**src/rtl/single_sum_v.sv**
```systemverilog
// single_sum_v: serial single-precision vector reduction.
// Sums the WIDTH elements of vector_a left to right through one shared
// single_add_1clk adder: ((v0 + v1) + v2) + ...
// Optional feature macro: SINGLE_SUM_NAN_FLAG_EN adds the nan_inf output,
// flagging any accepted operand with an all-ones exponent.

// Single-cycle-latency IEEE-754 binary32 adder, round-to-nearest-even.
// Subnormal inputs are treated as zero and underflowing results flush to
// a signed zero; any NaN input or inf + (-inf) yields the quiet NaN 7FC00000.
module single_add_1clk (
  input  logic        clk,
  input  logic        rstn,
  input  logic        in_valid,
  input  logic [31:0] a,
  input  logic [31:0] b,
  output logic        out_valid,
  output logic [31:0] c
);

  // Leading-zero count of a 27-bit mantissa; the highest set bit wins.
  function automatic logic [4:0] lzc27(input logic [26:0] v);
    logic [4:0] n;
    n = 5'd0;
    for (int i = 0; i < 27; i++) begin
      if (v[i]) begin
        n = 5'(26 - i);
      end else begin
        n = n;
      end
    end
    return n;
  endfunction

  logic               sa_s, sb_s;
  logic [7:0]         ea_s, eb_s;
  logic [22:0]        fa_s, fb_s;
  logic [23:0]        ma_s, mb_s;
  logic               a_nan_s, b_nan_s, a_inf_s, b_inf_s, a_ge_s;
  logic               s_big_s, s_small_s;
  logic [7:0]         e_big_s, e_small_s, shift_s;
  logic [23:0]        m_big_s, m_small_s;
  logic [49:0]        wide_s;
  logic [26:0]        big_ext_s, small_ext_s, norm_s;
  logic [27:0]        sum_raw_s;
  logic [4:0]         lz_s;
  logic signed [9:0]  exp_n_s, exp_r_s;
  logic               round_up_s;
  logic [24:0]        mant_r_s;
  logic [22:0]        frac_r_s;
  logic [31:0]        c_s;
  logic               out_valid_q;
  logic [31:0]        c_q;

  assign sa_s    = a[31];
  assign sb_s    = b[31];
  assign ea_s    = a[30:23];
  assign eb_s    = b[30:23];
  assign fa_s    = a[22:0];
  assign fb_s    = b[22:0];
  assign ma_s    = (ea_s == 8'h00) ? 24'd0 : {1'b1, fa_s};
  assign mb_s    = (eb_s == 8'h00) ? 24'd0 : {1'b1, fb_s};
  assign a_nan_s = (ea_s == 8'hFF) && (fa_s != 23'd0);
  assign b_nan_s = (eb_s == 8'hFF) && (fb_s != 23'd0);
  assign a_inf_s = (ea_s == 8'hFF) && (fa_s == 23'd0);
  assign b_inf_s = (eb_s == 8'hFF) && (fb_s == 23'd0);
  assign a_ge_s  = ({ea_s, fa_s} >= {eb_s, fb_s});

  // Order operands so the larger magnitude is always the minuend.
  always_comb begin
    if (a_ge_s) begin
      s_big_s   = sa_s;  e_big_s   = ea_s;  m_big_s   = ma_s;
      s_small_s = sb_s;  e_small_s = eb_s;  m_small_s = mb_s;
    end else begin
      s_big_s   = sb_s;  e_big_s   = eb_s;  m_big_s   = mb_s;
      s_small_s = sa_s;  e_small_s = ea_s;  m_small_s = ma_s;
    end
  end

  // Align the smaller mantissa, keeping guard, round and sticky bits.
  always_comb begin
    shift_s   = e_big_s - e_small_s;
    wide_s    = {m_small_s, 26'd0} >> shift_s;
    big_ext_s = {m_big_s, 3'b000};
    if (shift_s > 8'd49) begin
      small_ext_s = {26'd0, |m_small_s};
    end else begin
      small_ext_s = {wide_s[49:24], |wide_s[23:0]};
    end
  end

  // Add or subtract magnitudes and normalise to a leading one at bit 26.
  always_comb begin
    sum_raw_s = 28'd0;
    lz_s      = 5'd0;
    norm_s    = 27'd0;
    exp_n_s   = $signed({2'b00, e_big_s});
    if (s_big_s == s_small_s) begin
      sum_raw_s = {1'b0, big_ext_s} + {1'b0, small_ext_s};
      if (sum_raw_s[27]) begin
        norm_s  = {sum_raw_s[27:2], sum_raw_s[1] | sum_raw_s[0]};
        exp_n_s = exp_n_s + 10'sd1;
      end else begin
        norm_s  = sum_raw_s[26:0];
      end
    end else begin
      sum_raw_s = {1'b0, big_ext_s - small_ext_s};
      lz_s      = lzc27(sum_raw_s[26:0]);
      norm_s    = sum_raw_s[26:0] << lz_s;
      exp_n_s   = exp_n_s - $signed({5'd0, lz_s});
    end
  end

  // Round to nearest, ties to even; a mantissa carry bumps the exponent.
  always_comb begin
    round_up_s = norm_s[2] & (norm_s[1] | norm_s[0] | norm_s[3]);
    mant_r_s   = {1'b0, norm_s[26:3]} + {24'd0, round_up_s};
    if (mant_r_s[24]) begin
      exp_r_s  = exp_n_s + 10'sd1;
      frac_r_s = mant_r_s[23:1];
    end else begin
      exp_r_s  = exp_n_s;
      frac_r_s = mant_r_s[22:0];
    end
  end

  // Special-value selection, overflow to infinity, underflow to zero.
  always_comb begin
    if (a_nan_s || b_nan_s || (a_inf_s && b_inf_s && (sa_s != sb_s))) begin
      c_s = 32'h7FC0_0000;
    end else if (a_inf_s) begin
      c_s = a;
    end else if (b_inf_s) begin
      c_s = b;
    end else if (!norm_s[26]) begin
      c_s = {s_big_s & s_small_s, 31'd0};
    end else if (exp_r_s >= 10'sd255) begin
      c_s = {s_big_s, 8'hFF, 23'd0};
    end else if (exp_r_s <= 10'sd0) begin
      c_s = {s_big_s, 31'd0};
    end else begin
      c_s = {s_big_s, exp_r_s[7:0], frac_r_s};
    end
  end

  // Result register: one cycle from in_valid to out_valid.
  always_ff @(posedge clk or negedge rstn) begin
    if (!rstn) begin
      out_valid_q <= 1'b0;
      c_q         <= 32'h0;
    end else begin
      out_valid_q <= in_valid;
      if (in_valid) begin
        c_q <= c_s;
      end
    end
  end

  assign out_valid = out_valid_q;
  assign c         = c_q;

endmodule

module single_sum_v #(
  parameter int WIDTH = 10
) (
  input  logic                   clk,
  input  logic                   rst,
  input  logic                   start,
  input  logic [WIDTH-1:0][31:0] vector_a,
  output logic                   busy,
  output logic                   done,
  output logic [31:0]            sum
`ifdef SINGLE_SUM_NAN_FLAG_EN
  ,
  output logic                   nan_inf
`endif
);

  localparam int IDX_W = $clog2(WIDTH + 1);

  typedef enum logic [1:0] {
    ST_IDLE  = 2'd0,
    ST_ISSUE = 2'd1,
    ST_WAIT  = 2'd2
  } state_t;

  state_t                 state_q, state_d;
  logic [WIDTH-1:0][31:0] vec_q, vec_d;
  logic [31:0]            acc_q, acc_d;
  logic [IDX_W-1:0]       idx_q, idx_d;
  logic                   busy_q, busy_d;
  logic                   done_q, done_d;
  logic [31:0]            sum_q, sum_d;
  logic [31:0]            add_b_s, add_c_s;
  logic                   add_in_valid_s, add_out_valid_s;

`ifdef SINGLE_SUM_NAN_FLAG_EN
  logic nan_inf_q, nan_inf_d, any_nonfinite_s;

  // True for infinities and NaNs (all-ones exponent).
  function automatic logic is_nonfinite(input logic [31:0] x);
    return (x[30:23] == 8'hFF);
  endfunction

  // Scan the incoming vector for any non-finite element.
  always_comb begin
    any_nonfinite_s = 1'b0;
    for (int i = 0; i < WIDTH; i++) begin
      if (is_nonfinite(vector_a[i])) begin
        any_nonfinite_s = 1'b1;
      end else begin
        any_nonfinite_s = any_nonfinite_s;
      end
    end
  end
`endif

  // Select the captured element addressed by idx as the adder's b operand.
  always_comb begin
    add_b_s = 32'h0;
    for (int i = 0; i < WIDTH; i++) begin
      if (idx_q == IDX_W'(i)) begin
        add_b_s = vec_q[i];
      end else begin
        add_b_s = add_b_s;
      end
    end
  end

  single_add_1clk u_add (
    .clk       (clk),
    .rstn      (!rst),
    .in_valid  (add_in_valid_s),
    .a         (acc_q),
    .b         (add_b_s),
    .out_valid (add_out_valid_s),
    .c         (add_c_s)
  );

  // Next-state and datapath control: capture, issue one add, wait for it.
  always_comb begin
    state_d        = state_q;
    vec_d          = vec_q;
    acc_d          = acc_q;
    idx_d          = idx_q;
    busy_d         = busy_q;
    done_d         = 1'b0;
    sum_d          = sum_q;
    add_in_valid_s = 1'b0;
`ifdef SINGLE_SUM_NAN_FLAG_EN
    nan_inf_d      = nan_inf_q;
`endif
    case (state_q)
      ST_IDLE: begin
        if (start) begin
          vec_d = vector_a;
          acc_d = vector_a[0];
          idx_d = IDX_W'(1);
`ifdef SINGLE_SUM_NAN_FLAG_EN
          nan_inf_d = any_nonfinite_s;
`endif
          if (WIDTH == 1) begin
            // Nothing to add: the lone element is the result.
            sum_d   = vector_a[0];
            done_d  = 1'b1;
            busy_d  = 1'b0;
            state_d = ST_IDLE;
          end else begin
            busy_d  = 1'b1;
            state_d = ST_ISSUE;
          end
        end else begin
          state_d = ST_IDLE;
        end
      end
      ST_ISSUE: begin
        add_in_valid_s = 1'b1;
        state_d        = ST_WAIT;
      end
      ST_WAIT: begin
        if (add_out_valid_s) begin
          acc_d = add_c_s;
          idx_d = idx_q + IDX_W'(1);
          if (idx_q == IDX_W'(WIDTH - 1)) begin
            sum_d   = add_c_s;
            done_d  = 1'b1;
            busy_d  = 1'b0;
            state_d = ST_IDLE;
          end else begin
            state_d = ST_ISSUE;
          end
        end else begin
          state_d = ST_WAIT;
        end
      end
      default: begin
        busy_d  = 1'b0;
        state_d = ST_IDLE;
      end
    endcase
  end

  // State and output registers; rst aborts any request in flight.
  always_ff @(posedge clk or posedge rst) begin
    if (rst) begin
      state_q   <= ST_IDLE;
      vec_q     <= '0;
      acc_q     <= 32'h0;
      idx_q     <= '0;
      busy_q    <= 1'b0;
      done_q    <= 1'b0;
      sum_q     <= 32'h0;
`ifdef SINGLE_SUM_NAN_FLAG_EN
      nan_inf_q <= 1'b0;
`endif
    end else begin
      state_q   <= state_d;
      vec_q     <= vec_d;
      acc_q     <= acc_d;
      idx_q     <= idx_d;
      busy_q    <= busy_d;
      done_q    <= done_d;
      sum_q     <= sum_d;
`ifdef SINGLE_SUM_NAN_FLAG_EN
      nan_inf_q <= nan_inf_d;
`endif
    end
  end

  assign busy = busy_q;
  assign done = done_q;
  assign sum  = sum_q;
`ifdef SINGLE_SUM_NAN_FLAG_EN
  assign nan_inf = nan_inf_q;
`endif

endmodule

```
**config.mk**
```make
export PLATFORM = sky130hd
export DESIGN_NAME = single_sum_v
export DESIGN_NICKNAME = d
export VERILOG_FILES = /design/src/rtl/single_sum_v.sv
export SDC_FILE = /design/constraint.sdc
export NUM_CORES = 1
export LEC_CHECK = 0
export BUFFER_PORTS_ARGS = -buffer_cell sky130_fd_sc_hd__buf_2
export CAP_MARGIN = 25
export CORE_ASPECT_RATIO = 1.75
export CORE_MARGIN = 8
export CORE_UTILIZATION = 35
export DETAILED_ROUTE_END_ITERATION = 6
export SYNTH_ARGS = -nofsm -noshare
export SYNTH_HDL_FRONTEND = slang
export SYNTH_SLANG_ARGS = --single-unit
```
**constraint.sdc**
```tcl
create_clock -name clk -period 14.85 [get_ports clk]
set_clock_uncertainty 0.15 [all_clocks]
set_input_delay 0 -clock clk [delete_from_list [all_inputs] [get_ports clk]]
set_output_delay 0 -clock clk [all_outputs]
set_load 0.03 [all_outputs]
```
# --- Yosys cells after proc, flatten, opt, wreduce, memory -nomap -nowiden ---
# Index checks and enable logic that the tools add are counted.
classes:
  addsub: 8
  order_cmp: 4
  n_eq_ne: 18
  shifts: 2
  n_mux: 77
  n_bitwise: 6
  n_reduce_logical: 23
op_table:
  columns: ["operator", "count"]
  rows:
  - ["$mux W32", 16]
  - ["$mux W5", 28]
  - ["$mux W24", 4]
  - ["$mux W27", 3]
  - ["$pmux W32 S2", 1]
  - ["$mux W31", 2]
  - ["$shr A50 B8 Y50", 1]
  - ["$reduce_or A24 Y1", 2]
  - ["$logic_not A23 Y1", 2]
  - ["$reduce_bool A23 Y1", 2]
  - ["$ge A31 B31 Y1", 1]
  - ["$mux W10", 3]
  - ["$add A27 B27 Y28", 1]
  - ["$shl A27 B5 Y27", 1]
  - ["$sub A27 B27 Y27", 1]
  - ["$add A24 B1 Y25", 1]
  - ["$mux W23", 1]
  - ["$eq A4 B3 Y1 const B", 4]
  - ["$eq A8 B8 Y1 const B", 2]
  - ["$logic_not A8 Y1", 2]
  - ["$mux W8", 2]
  - ["$mux W1", 11]
  - ["$add A10 B2 Y10 const B", 1]
  - ["$ge A10 B9 Y1 const B", 1]
  - ["31 further kinds", 45]
totals:
  reg_bits: 425
  in_bits: 323
  output_inout_bits: 34
  word_cells: 156

# --- Longest topological paths before layout ---
depth:
  word_depth: 60
  depth_mapped: 83
  mapped_depth_nobuf: 71

# --- Hierarchy ---
# From an unflattened synthesis, not the netlist that was laid out.
unflattened:
  hier_cells: 4321
  area_unflattened_um2: 33053.0
modules_own_cells:
  columns: ["mod", "instances", "cells_each", "area_each_um2", "seq_area_each_um2"]
  rows:
  - ["single_sum_v", 1, 2134, 18311.3, 9809.4]
  - ["single_add_1clk", 1, 2187, 14741.6, 825.8]

# --- Least setup slack after synthesis ---
# Ideal clock, no wire load.
synth_path:
  kind: "register to register"
  startpoint: "register idx_q[0]"
  endpoint: "register u_add.c_q[11], in the netlist u_add.c[11]"
  setup_time_ns: 0.145
  t_arrival_ns: 13.927
  t_required_ns: 14.555
  path_slack_ns: 0.629
  path_stages_with_launch: 76
  n_path_buf: 13
  period_less_slack_ns: 14.221
  path_cell_list: "dfrtp_1 inv_1 ha_1 buf_2 buf_1 buf_2 and3b_1 buf_2 buf_1 nand2_1 nand3_1 a21oi_1 o21ai_0 o211a_1 inv_1 ha_1 nand4_1 nor4_2 (+40 left out) or2_2 clkbuf_1 clkbuf_1 buf_1 o21ai_0 a22o_1 and2_1 ha_1 inv_1 nor2_1 and3_1 nand4_1 or4_4 or4_1 a21o_1 o311ai_4 buf_6 o41ai_2"
synth_between:
  elab_chain_len: 60
  elab_cells_between_ends: 99
  classes_between: "add/sub (7); order compare (4); eq/ne (12); shift (2); mux (58); bitwise (4); reduce/logical (12)"
synth_lines:
  columns: ["item", "line_no", "source"]
  rows:
  - ["from (decl)", "190", "logic [IDX_W-1:0] idx_q, idx_d;"]
  - ["from (signal assigned)", "320", "idx_q <= idx_d;"]
  - ["$logic_not A4 Y1", "222", "if (idx_q == IDX_W'(i)) begin"]
  - ["$mux W32 (9 in a row)", "222", null]
  - ["$mux W32 *", "222", null]
  - ["$ge A31 B31 Y1 or $logic_not A8 Y1 (tied branches)", "66, 61", null]
  - ["$mux W8 or $mux W24 (tied branches)", "70, 61", null]
  - ["$sub A8 B8 Y8 or $mux W24 (tied branches)", "81, 70", null]
  - ["$shr A50 B8 Y50", "82", "wide_s = {m_small_s, 26'd0} >> shift_s;"]
  - ["$reduce_or A24 Y1", "87", "small_ext_s = {wide_s[49:24], |wide_s[23:0]};"]
  - ["(+36 left out)", null, null]
  - ["$mux W10", "117", "if (mant_r_s[24]) begin"]
  - ["$le A10 B1 Y1", "138", "end else if (exp_r_s <= 10'sd0) begin"]
  - ["$mux W31", "138", null]
  - ["$mux W31", "136", "end else if (exp_r_s >= 10'sd255) begin"]
  - ["$mux W32", "134", "end else if (!norm_s[26]) begin"]
  - ["$mux W32", "132", "end else if (b_inf_s) begin"]
  - ["$mux W32", "130", "end else if (a_inf_s) begin"]
  - ["$mux W32 *", "128", "if (a_nan_s || b_nan_s || (a_inf_s && b_inf_s && (sa_s != sb_s))) begin"]
  - ["to (signal assigned)", "153", "c_q <= c_s;"]
  - ["to (decl)", "52", "logic [31:0] c_q;"]
# Every way passes the cells marked *; elsewhere a longest branch is shown, timed or not. The select of a mux whose other input is x is not followed.
# A chain may end at the register's enable or synchronous reset.

# --- Final worst setup path ---
layout_path:
  startpoint: "register idx_q[0]"
  endpoint: "register u_add.c_q[19], in the netlist u_add.c[19]"
# The elaborated chain is that of the path after synthesis.

==> results <==
- The transition time at the pin with the least slew margin is 1240 ps.
- The worst slack after detailed placement is -60.6 ps.
- Clock tree synthesis found a total of 425 sinks.
- The via density per instance is 5.93.
- The peak per-stage delay on the critical path is 850 ps.
- The critical path start-end classification is reg2reg.
- The endpoint of the worst setup timing path is u_add.c[19].
- Synthesis produced a netlist whose cell count is 3459.
- From left edge to right edge, the die measures 242 um.
- Measured in cells, the most critical reg-to-reg path has a length of 55.
- The clock buffer count from CTS is 35.
- The mapped netlist covers 31300 um^2.
- Max-cap violations in this run came to 0.
- Counting flops with a built-in enable in the synthesized netlist gives 0.
- In this run, distinct cell masters in the synthesized netlist total 127.
- The floorplan has 145 rows.
- The area growth from synthesis to layout is 32.9%.
- The total count of hold-check failures in the final report came to 0.
- Summed over all layers, the routed wires come to 158 mm.
- The worst register-to-register path begins at idx_q[0].
- The number of warnings printed during yosys synthesis is 0.
- The clock transition at the register clock pins on the worst setup and hold paths after CTS is 80 ps.
- Global routing finished with a remaining overflow of 0.
- The placed instances occupy a cell area of 36600 um^2.
- After synthesis, the share of flip-flops with an asynchronous set or reset is 1.00.
- Once detailed placement completed, the half-perimeter wirelength came to 123 mm.
- The worst path arrival time is 14580 ps.
- Counting stages on the worst path, the most repeated cell is sky130_fd_sc_hd__buf_4.
- For the finished layout, the period the worst path requires is 14290 ps.
- The slack of the worst reg-to-reg path is 560 ps.
- In this run the remaining antenna-violating nets after routing total 0.
- The H-tree was split into 2 levels.
- The average instance in the mapped netlist occupies 9.05 um^2.
- The remaining design rule violation count is 0.
- The first global-routing pass estimated 229 mm of wire.
- The cell family with the largest share of critical-path delay is compound AO/OA/AOI/OAI gates.
- For the worst-skew pair, the clock arrives at the later sink with an insertion delay of 580 ps.
- In this run the critical register-to-register path is captured at u_add.c[19].
- The net count after synthesis is 3879.
- The floorplan step defined a die boundary enclosing 99700 um^2.
- The cell with the biggest individual delay on the critical path is sky130_fd_sc_hd__a222oi_1.
- The initial detailed-routing violation count is 2438.
- The floorplan die height is 412 um.
- The number of inserted filler cells in the final layout is 8502.
- The iteration count of the initial detailed-routing pass is 6.
- At the end of the flow, the number of nets in the layout was 4764.
- Setup violations remaining at the end of the flow were counted as 0.
- The initial utilization of the core area, before any placement, comes to 0.352.
- The storage element area is 10600 um^2.
- The flow ran to the end, and the final reports show no timing, DRC or antenna violations.
- The number of pins with negative max-slew slack in the final report is 0.
- The all-layer global routing usage is 0.305.
- The number of top-level design ports is 357.
- Counting along the longest clock path gives a buffer depth of 3.
- Summing all multi-input logic gate instances after layout gives 19700 um^2.
- Tracing the worst setup path back leads to its startpoint at idx_q[0].
- The library cell used most frequently in the layout, excluding fill and tap cells, is sky130_fd_sc_hd__dfrtp_1.
- In the post-route analysis, the smallest setup slack over all paths is 556 ps.
- In the final layout, the share of cells above drive strength 1 is 0.306.
- The number of global-route vias before repair is 34400.
- The type of the most critical hold path is in2reg.
- Routability-driven placement finished with a final weighted congestion of 1.02.
- The number of buffers and inverters on the critical path is 10.
- In this run the tightest slew margin relative to its limit is 0.173.
- The ratio of final minimum period to clock period is 0.963.
- STA classifies the critical path startpoint as a flip-flop.
- The finished cells cover 41600 um^2.
- The largest net degree at the start of global routing is 186.
- The top cell types in the final layout, fill and taps aside, are sky130_fd_sc_hd__dfrtp_1 (424), sky130_fd_sc_hd__buf_4 (386), sky130_fd_sc_hd__buf_2 (356).
- At the worst endpoint, the required time is 15140 ps.
- STA classifies the critical path endpoint as a flip-flop.
- The number of logic stages on the critical path including buffering is 55.
- The average wire length per cell after detail routing is 28.4 um.
- Derived from the worst setup path, the maximum achievable clock frequency is 0.0700 GHz.
- Buffers placed on the I/O ports in this run total 356.
- The most used flip-flop cell after synthesis is sky130_fd_sc_hd__dfrtp_1.
- The core outline area is 88900 um^2.
- The number of antenna violations at the first check in global routing is 13.
- TritonCTS built the clock tree.
- In this run, synthesis produced a sequential element count of 425.
- The count of vias placed by the detailed router is 33000.
- The maximum fanout encountered on the critical timing path is 23.
- For this run, the register share of the synthesized area comes to 0.340.
- CTS placed an instance of sky130_fd_sc_hd__clkbuf_16 at the clock tree root.
## flip-flops by register name (all words and copies together), names as in the netlist
signal	cells
acc_q	32
busy	1
done	1
idx_q	4
state_q	2
sum	32
u_add.c	32
u_add.out_valid	1
vec_q	320
## synthesized netlist by cell type (all sizes together) (19+ instances only)
cell	number	area, um^2
mux2i	72	733
nand4	43	282
o22ai	39	250
o21ai	234	1180
nand2b	20	125
nand3	99	495
a21o	36	270
a31oi	37	268
nor2	249	955
or3	26	168
nor4	35	240
buf	69	369
a22oi	19	143
a211oi	44	335
and2	30	190
a2111oi	19	224
a21oi	237	1200
mux2	354	3990
o31ai	29	223
nor3	63	325
o211ai	57	433
nand3b	20	150
or2	30	188
clkbuf	161	604
inv	117	439
ha	95	1190
dfrtp	425	10600
a221o	24	240
o21bai	25	188
xor2	19	166
nand2	321	1210
and3	22	138
xnor2	67	587
## area by class of cell
cell class | count | area share
Antenna cell | 15 | 0.000902
Multi-Input combinational cell | 2685 | 0.472
Tap cell | 1176 | 0.0354
Inverter | 119 | 0.0110
Clock inverter | 16 | 0.00580
Clock buffer | 46 | 0.0228
Sequential cell | 425 | 0.256
Timing Repair Buffer | 1078 | 0.196
## cells by family after synthesis
logic type,after synthesis,synth area share
AO/OA/AOI/OAI,1041,0.232
buffers and inverters,349,0.0454
multiplexers,438,0.159
flip-flops,425,0.340
AND/OR/NAND/NOR,1023,0.160
XOR/XNOR,86,0.0241
adder cells (fa/ha/maj),97,0.0392
## layer usage
| layer | track usage | routed length (um) |
|---|---|---|
| met4 | 0.302 | 19300 |
| met1 | 0.292 | 52700 |
| met5 | 0 | 0 |
| met2 | 0.546 | 78500 |
| met3 | 0.0470 | 7600 |
## how the worst min path moves through the flow
stage | startpoint | to | slack (ps) | cells past startpoint
after detailed placement | rst | vec_q[134] | 30 | 2
after global placement | rst | vec_q[134] | 30 | 2
final | vector_a[45] | vec_q[45] | 40 | 3
after floorplan | vector_a[182] | vec_q[182] | -30 | 2
after global routing | vector_a[240] | vec_q[240] | 40 | 3
after CTS | vector_a[87] | vec_q[87] | 30 | 4
## through the flow
stage / hold WS [ps] / TNS (ps) / std cells / util
after floorplan: -33.2 / 0 / 3459 / -
after global placement: 33.1 / -445 / 5137 / 0.411
after detailed placement: 34.5 / -796 / 5137 / 0.411
after CTS: 28.6 / 0 / 5522 / 0.461
after global routing: 38.9 / -470 / 5556 / 0.468
final: 39.9 / 0 / 5560 / 0.468
## worst register-to-register path: cells and delay by family, from the launching register on
| family | cells | cell delay (ps) |
|---|---|---|
| xor gates and xnor gates | 1 | 230 |
| buffers and inverters | 10 | 1730 |
| AOI/OAI and AO/OA | 22 | 6030 |
| DFF | 1 | 400 |
| adders and majority gates | 4 | 960 |
| and+or+nand+nor | 15 | 3740 |
| muxes | 3 | 930 |
## timing repair
item                       4_1_cts  5_1_grt
pin swaps                        0       21
buffers inserted                 0       20
cloned                           0        0
hold endpoints to repair       449        0
setup endpoints to repair       23       31
hold buffers                   323        0
gates resized for setup          2       86
Power is left out: the tool's default activity adds up to more than one toggle a clock period on the data nets, which glitch-free logic cannot reach.
